--- config.mk ---
export PLATFORM = sky130hd
export DESIGN_NAME = seq_sum200
export DESIGN_NICKNAME = d
export VERILOG_FILES = /design/src/rtl/seqsum_pkg.sv /design/src/rtl/seq_sum200_sum_lanes.sv /design/src/rtl/seq_sum200.sv
export SDC_FILE = /design/constraint.sdc
export NUM_CORES = 1
export LEC_CHECK = 0
export CAP_MARGIN = 10
export CORE_ASPECT_RATIO = 1.25
export CORE_MARGIN = 3
export CORE_UTILIZATION = 45
export DETAILED_ROUTE_END_ITERATION = 10
export PLACE_DENSITY_LB_ADDON = 0.2
export SLEW_MARGIN = 20
export SYNTH_ARGS = -nofsm -noshare
export SYNTH_HDL_FRONTEND = slang
export SYNTH_SLANG_ARGS = --single-unit
--- constraint.sdc ---
create_clock -name clk -period 2.1 [get_ports clk]
set_input_delay 0.42 -clock clk [delete_from_list [all_inputs] [get_ports clk]]
set_output_delay 0.42 -clock clk [all_outputs]
set_load 0.05 [all_outputs]
--- src/rtl/seqsum_pkg.sv ---
// seqsum_pkg: shared state encoding and width helpers for the sequential term accumulator
package seqsum_pkg;
  typedef enum logic {ACCUM, HOLD} state_t;
  function automatic int sum_width(input int n, input int terms);
    return n + $clog2(terms);
  endfunction
  function automatic int cnt_width(input int beats);
    return beats > 1 ? $clog2(beats) : 1;
  endfunction
endpackage

--- src/rtl/seq_sum200_sum_lanes.sv ---
// sum_lanes: combinational reduction of LANES N-bit terms to N+$clog2(LANES) bits
module sum_lanes #(
  parameter int N = 4,
  parameter int LANES = 8,
  localparam int W = N + $clog2(LANES)
) (
  input  logic [N-1:0] terms [LANES],
  output logic [W-1:0] sum
);
  always_comb begin
    sum = '0;
    for (int i = 0; i < LANES; i++) sum = sum + W'(terms[i]);
  end
endmodule

--- src/rtl/seq_sum200.sv ---
// seq_sum200: streams LANES terms per beat and returns the NUM_TERMS frame sum; SEQSUM_LAST_CHECK_EN adds in_last/proto_err framing check
module seq_sum200 import seqsum_pkg::*; #(
  parameter int N = 4,
  parameter int NUM_TERMS = 200,
  parameter int LANES = 8,
  localparam int BEATS = NUM_TERMS / LANES,
  localparam int SUM_W = sum_width(N, NUM_TERMS),
  localparam int LANE_W = N + $clog2(LANES),
  localparam int CNT_W = cnt_width(BEATS)
) (
  input  logic             clk,
  input  logic             rst,
  input  logic             in_valid,
  output logic             in_ready,
  input  logic [N-1:0]     in_terms [LANES],
`ifdef SEQSUM_LAST_CHECK_EN
  input  logic             in_last,
  output logic             proto_err,
`endif
  output logic             sum_valid,
  input  logic             sum_ready,
  output logic [SUM_W-1:0] sum_out
);
  state_t state, state_n;
  logic [CNT_W-1:0] beat_cnt;
  logic [SUM_W-1:0] acc, acc_n;
  logic [LANE_W-1:0] lane_sum;
  logic fire, last_beat;
  sum_lanes #(.N(N), .LANES(LANES)) u_lanes (.terms(in_terms), .sum(lane_sum));
  assign fire = in_valid && in_ready;
  assign last_beat = beat_cnt == CNT_W'(BEATS - 1);
  assign acc_n = acc + SUM_W'(lane_sum);
  assign sum_valid = state == HOLD;
  always_comb
    state_n = state == ACCUM ? (fire && last_beat ? HOLD : ACCUM) : (sum_ready ? ACCUM : HOLD);
  // in_ready is registered from the next state so it is low throughout reset
  always_ff @(posedge clk or posedge rst)
    if (rst) begin
      state <= ACCUM;
      in_ready <= 1'b0;
      beat_cnt <= '0;
      acc <= '0;
      sum_out <= '0;
    end else begin
      state <= state_n;
      in_ready <= state_n == ACCUM;
      if (fire) begin
        beat_cnt <= last_beat ? '0 : beat_cnt + CNT_W'(1);
        acc <= last_beat ? '0 : acc_n;
        if (last_beat) sum_out <= acc_n;
      end
    end
`ifdef SEQSUM_LAST_CHECK_EN
  // framing stays count-based; a misplaced in_last only raises the sticky flag
  always_ff @(posedge clk or posedge rst)
    if (rst) proto_err <= 1'b0;
    else if (fire && (in_last != last_beat)) proto_err <= 1'b1;
`endif
endmodule
==> reports/summary.txt <==
FLOORPLAN
---------------------------------------------------------------------------------
Die span in y                                                            88.60 µm
Placeable core region                                                    5189 µm²
Initial core utilization                                                   47.34%
Std cell rows                                                                  29
Floorplan die area                                                       6386 µm²
Die Width                                                                72.08 µm
I/O pin cnt                                                                    50

PLACE
---------------------------------------------------------------------------------
Placer's final routability congestion estimate                             0.8071
Total placed cells including tap cells                                        369
Port Buffer Count                                                              49
Placed wire-length estimate after detailed placement                      3983 µm

LOGIC SYNTHESIS
---------------------------------------------------------------------------------
Synth Instances                                                               244
Post-synthesis register bit count                                              31
Post-synthesis compound-gate area fraction                                 14.01%
Area fraction in and, or, nand and nor cells after synthesis               8.609%
Main combinational cell family by area after synthesis                adder cells
Distinct cell type count of the synthesized netlist                            34
Sequential share of the synthesized area                                   31.58%
Xor/xnor cell area share of the yosys netlist                              5.706%
Mux cell area share after synthesis                                        3.974%
Summed instance area of the synthesized netlist                          2456 µm²
Adder-cell area share of the yosys netlist                                 29.04%
Yosys Warn Count                                                                0
Per-instance average area after synthesis                               10.07 µm²
Mapped Nets                                                                   325

CTS
---------------------------------------------------------------------------------
Maximum buffer depth of the clock tree                                          2
CTS HTree Levels                                                                2
Register clock-pin slew on the reported worst setup and hold paths        0.06 ns
Source-to-sink clock delay at the later pin of the worst-skew pair        0.28 ns
Total clock buffers created by CTS                                              5
CTS tree                                                                      yes
Cts hold-fix bufs                                                               0
Number of sinks driven by the clock tree                                       31
Root Driver                                                          sky130_fd_sc_hd__clkbuf_8

STATUS
---------------------------------------------------------------------------------
Failing checks                                                       setup timing
Status                                                               finished with violations

DRT
---------------------------------------------------------------------------------
ANT nets after route                                                            0
Post-DR wirelength/cell                                                  14.14 µm
Drt pass-1 iters                                                                4
Total wire length after detailed routing                                  5386 µm
Count of vias placed by the detailed router                                  1936
Via count normalized by instance count                                      5.081
DRC Markers                                                                     0
Violation count after the first detailed-route iteration                       50

STA
---------------------------------------------------------------------------------
Post-layout worst setup margin                                          -3.104 ns
Slew of the pin with the lowest slew margin                             0.4986 ns
Max Fclk                                                                192.2 MHz
Shortest period the worst path allows                                    5.204 ns
Count of pins over their slew limit                                             0
Unrepaired setup endpoints after global routing                              true
Final worst clock skew                                                0.004206 ns
Count of endpoints failing setup in the final report                           23
Ratio of final minimum period to clock period                              247.8%
Total count of hold-check failures in the final report                          0
Normalized max-slew margin                                                 66.65%

GLOBAL ROUTING
---------------------------------------------------------------------------------
Number of global-route vias before repair                                    1995
Pin count of the biggest net entering global routing                           32
GR Util All Layers                                                         17.52%
GR Overflow Total                                                               0
Wire length of the first global-routing pass                              8776 µm
Initial antenna violation count                                                 0

CELLS AND AREA
---------------------------------------------------------------------------------
Most common cell after layout, fill and taps aside                   sky130_fd_sc_hd__clkdlybuf4s50_1
Number of filler instances in the final layout                                402
Area used by multi-input combinational logic                             1839 µm²
Diode insertion count for antenna repair                                        0
Share of post-route cells with drive strength above 1                      28.21%
Most frequent cells in the layout                                    38 x sky130_fd_sc_hd__clkdlybuf4s50_1, 35 x sky130_fd_sc_hd__inv_1, 31 x sky130_fd_sc_hd__dfrtp_1
Total Nets Final                                                              400
Final Non-Filler Cells                                                        381
Synth-to-layout area growth                                                46.97%
Area taken by flip-flops and latches                                    775.7 µm²

CRITICAL PATH
---------------------------------------------------------------------------------
Startpoint Class                                                       input port
Required time at the endpoint of the critical path                        2.31 ns
Critical Path, Cell by Cell                                          buf_6 -> ha_4 -> fa_2 -> xor2_2 -> fa_1 -> inv_1 -> fa_1 -> fa_1 -> inv_2 -> fa_1 -> ha_1 -> a21o_1 -> a21oi_2 -> o21bai_1 -> a21oi_1 -> xnor2_1 -> ha_2 -> nor2_1 -> o211ai_1 -> nand4_1 -> nor3_2 -> o21bai_1
Most Frequent Cell on Critical Path                                  sky130_fd_sc_hd__fa_1
Worst Path Buf+Inv                                                              3
Crit-path max FO                                                                5
Arrival time reported for the critical path endpoint                      5.41 ns
Kind of cell adding the most delay to the critical path               adder cells
Critical setup path kind                                             input port to register
Largest stage delay, worst path                                           0.51 ns
Crit end category                                                        register
Highest-delay cell along the critical path                           sky130_fd_sc_hd__fa_1

JOB
---------------------------------------------------------------------------------
Max-capacitance violation count                                                 0

HOLD PATH
---------------------------------------------------------------------------------
Tightest Hold Check Type                                             register to register

==> synth_stat cells <==
cell type                  count  area [µm²]
sky130_fd_sc_hd__mux2_2        6       67.56
sky130_fd_sc_hd__nor3_1        4       20.02
sky130_fd_sc_hd__buf_6         1       11.26
sky130_fd_sc_hd__xnor2_1      11       96.34
sky130_fd_sc_hd__mux2i_1       3       30.03
sky130_fd_sc_hd__and2_1        1       6.260
sky130_fd_sc_hd__o21ai_1       1       5.000
sky130_fd_sc_hd__a21oi_2       1       8.760
sky130_fd_sc_hd__o211ai_1      3       22.52
sky130_fd_sc_hd__xor2_1        5       43.79
sky130_fd_sc_hd__nand4_1       3       18.77
sky130_fd_sc_hd__o21bai_1      3       22.52
sky130_fd_sc_hd__a31oi_1       2       12.51
sky130_fd_sc_hd__ha_1         25       312.8
sky130_fd_sc_hd__buf_2         1       5.000
sky130_fd_sc_hd__a21o_1        7       52.55
sky130_fd_sc_hd__nor2_1        7       26.28
sky130_fd_sc_hd__a211oi_1      1       7.510
sky130_fd_sc_hd__nand4b_1      1       8.760
sky130_fd_sc_hd__nand2_2       1       6.260
sky130_fd_sc_hd__nand3_1       6       30.03
sky130_fd_sc_hd__a21oi_1      10       50.05
sky130_fd_sc_hd__nand2_1      21       78.83
sky130_fd_sc_hd__o21ai_0      15       75.07
sky130_fd_sc_hd__and3_1        1       6.260
sky130_fd_sc_hd__clkbuf_1      2       7.510
sky130_fd_sc_hd__a22o_1        5       43.79
sky130_fd_sc_hd__and4b_1       1       10.01
sky130_fd_sc_hd__o21ai_2       1       8.760
sky130_fd_sc_hd__o31ai_1       3       22.52
sky130_fd_sc_hd__dfrtp_1      31       775.7
sky130_fd_sc_hd__a211oi_2      1       12.51
sky130_fd_sc_hd__fa_1         20       400.4
sky130_fd_sc_hd__inv_1        40       150.1
==> worst reg2reg max path, delay by kind of cell, from the launching register on <==
family | cells | cell delay (ns)
xor gates and xnor gates | 1 | 0.11
adders and majority gates | 2 | 0.58
AOI/OAI and AO/OA | 3 | 0.73
DFF | 1 | 0.42
muxes | 1 | 0.27
==> layer usage <==
layer,routed length (µm),track usage [%]
met1,2335,23.04
met5,0,0
met3,151,3.409
met2,2860,29.83
met4,38,4.103
==> per-stage QoR <==
step                      setup WS, ns  hold WS [ns]  utilization (%)  cell area [µm²]  setup TNS (ns)
after floorplan                 -2.904        0.4525                -             2537          -57.54
after global placement          -3.584        0.4660            62.00             3217          -73.47
after detailed placement        -3.746        0.4700            62.00             3217          -76.43
after CTS                       -3.219        0.4888            67.37             3496          -62.13
after global routing            -3.371        0.5085            69.57             3610          -63.04
final                           -3.104        0.4851            69.57             3610          -59.22
==> cells by family (layout without fill, tap and decap cells) <==
family / count (synthesis) / count (layout)
AO/OA/AOI/OAI: 53 / 53
XOR/XNOR: 16 / 16
flip-flops: 31 / 31
AND/OR/NAND/NOR: 46 / 46
buffers and inverters: 44 / 119
multiplexers: 9 / 9
adder cells (fa/ha/maj): 45 / 45
==> timing repair <==
action                                  in CTS  in global routing
gates cloned                                 0                  0
buffers inserted                             3                  3
resized for setup                           52                 20
endpoints found under the setup margin      24                 24
pin swaps                                   31                 40
==> flip-flops by register name, indices dropped and copies added, names as in the netlist <==
register   cells
sum_out       12
acc           12
in_ready       1
sum_valid      1
beat_cnt       5
==> path summary, 6_finish.rpt <==
path / to / slack (ns) / cells past startpoint / start
worst max-delay path: acc[11] / -3.10 / 22 / in_terms[24]
worst min-delay path: sum_out[7] / 0.49 / 2 / sum_out[7]
worst max register to register: sum_out[6] / -0.11 / 7 / acc[0]
worst min register to register: sum_out[7] / 0.49 / 2 / sum_out[7]
max in group asynchronous: acc[4] / 1.30 / 3 / rst
min in group asynchronous: sum_out[11] / 0.52 / 3 / rst
==> cell type report <==
cell class | instances | share of cell area, %
inverters | 40 | 4.159
clock buffers | 6 | 2.288
flip-flops and latches | 31 | 21.49
well taps | 62 | 2.149
repair buffers | 72 | 18.82
multi-input cells | 169 | 50.95
clock inverters | 1 | 0.1386
Power is not shown: default switching activity piles up to over one toggle a cycle in this logic, so the estimate is an artifact.
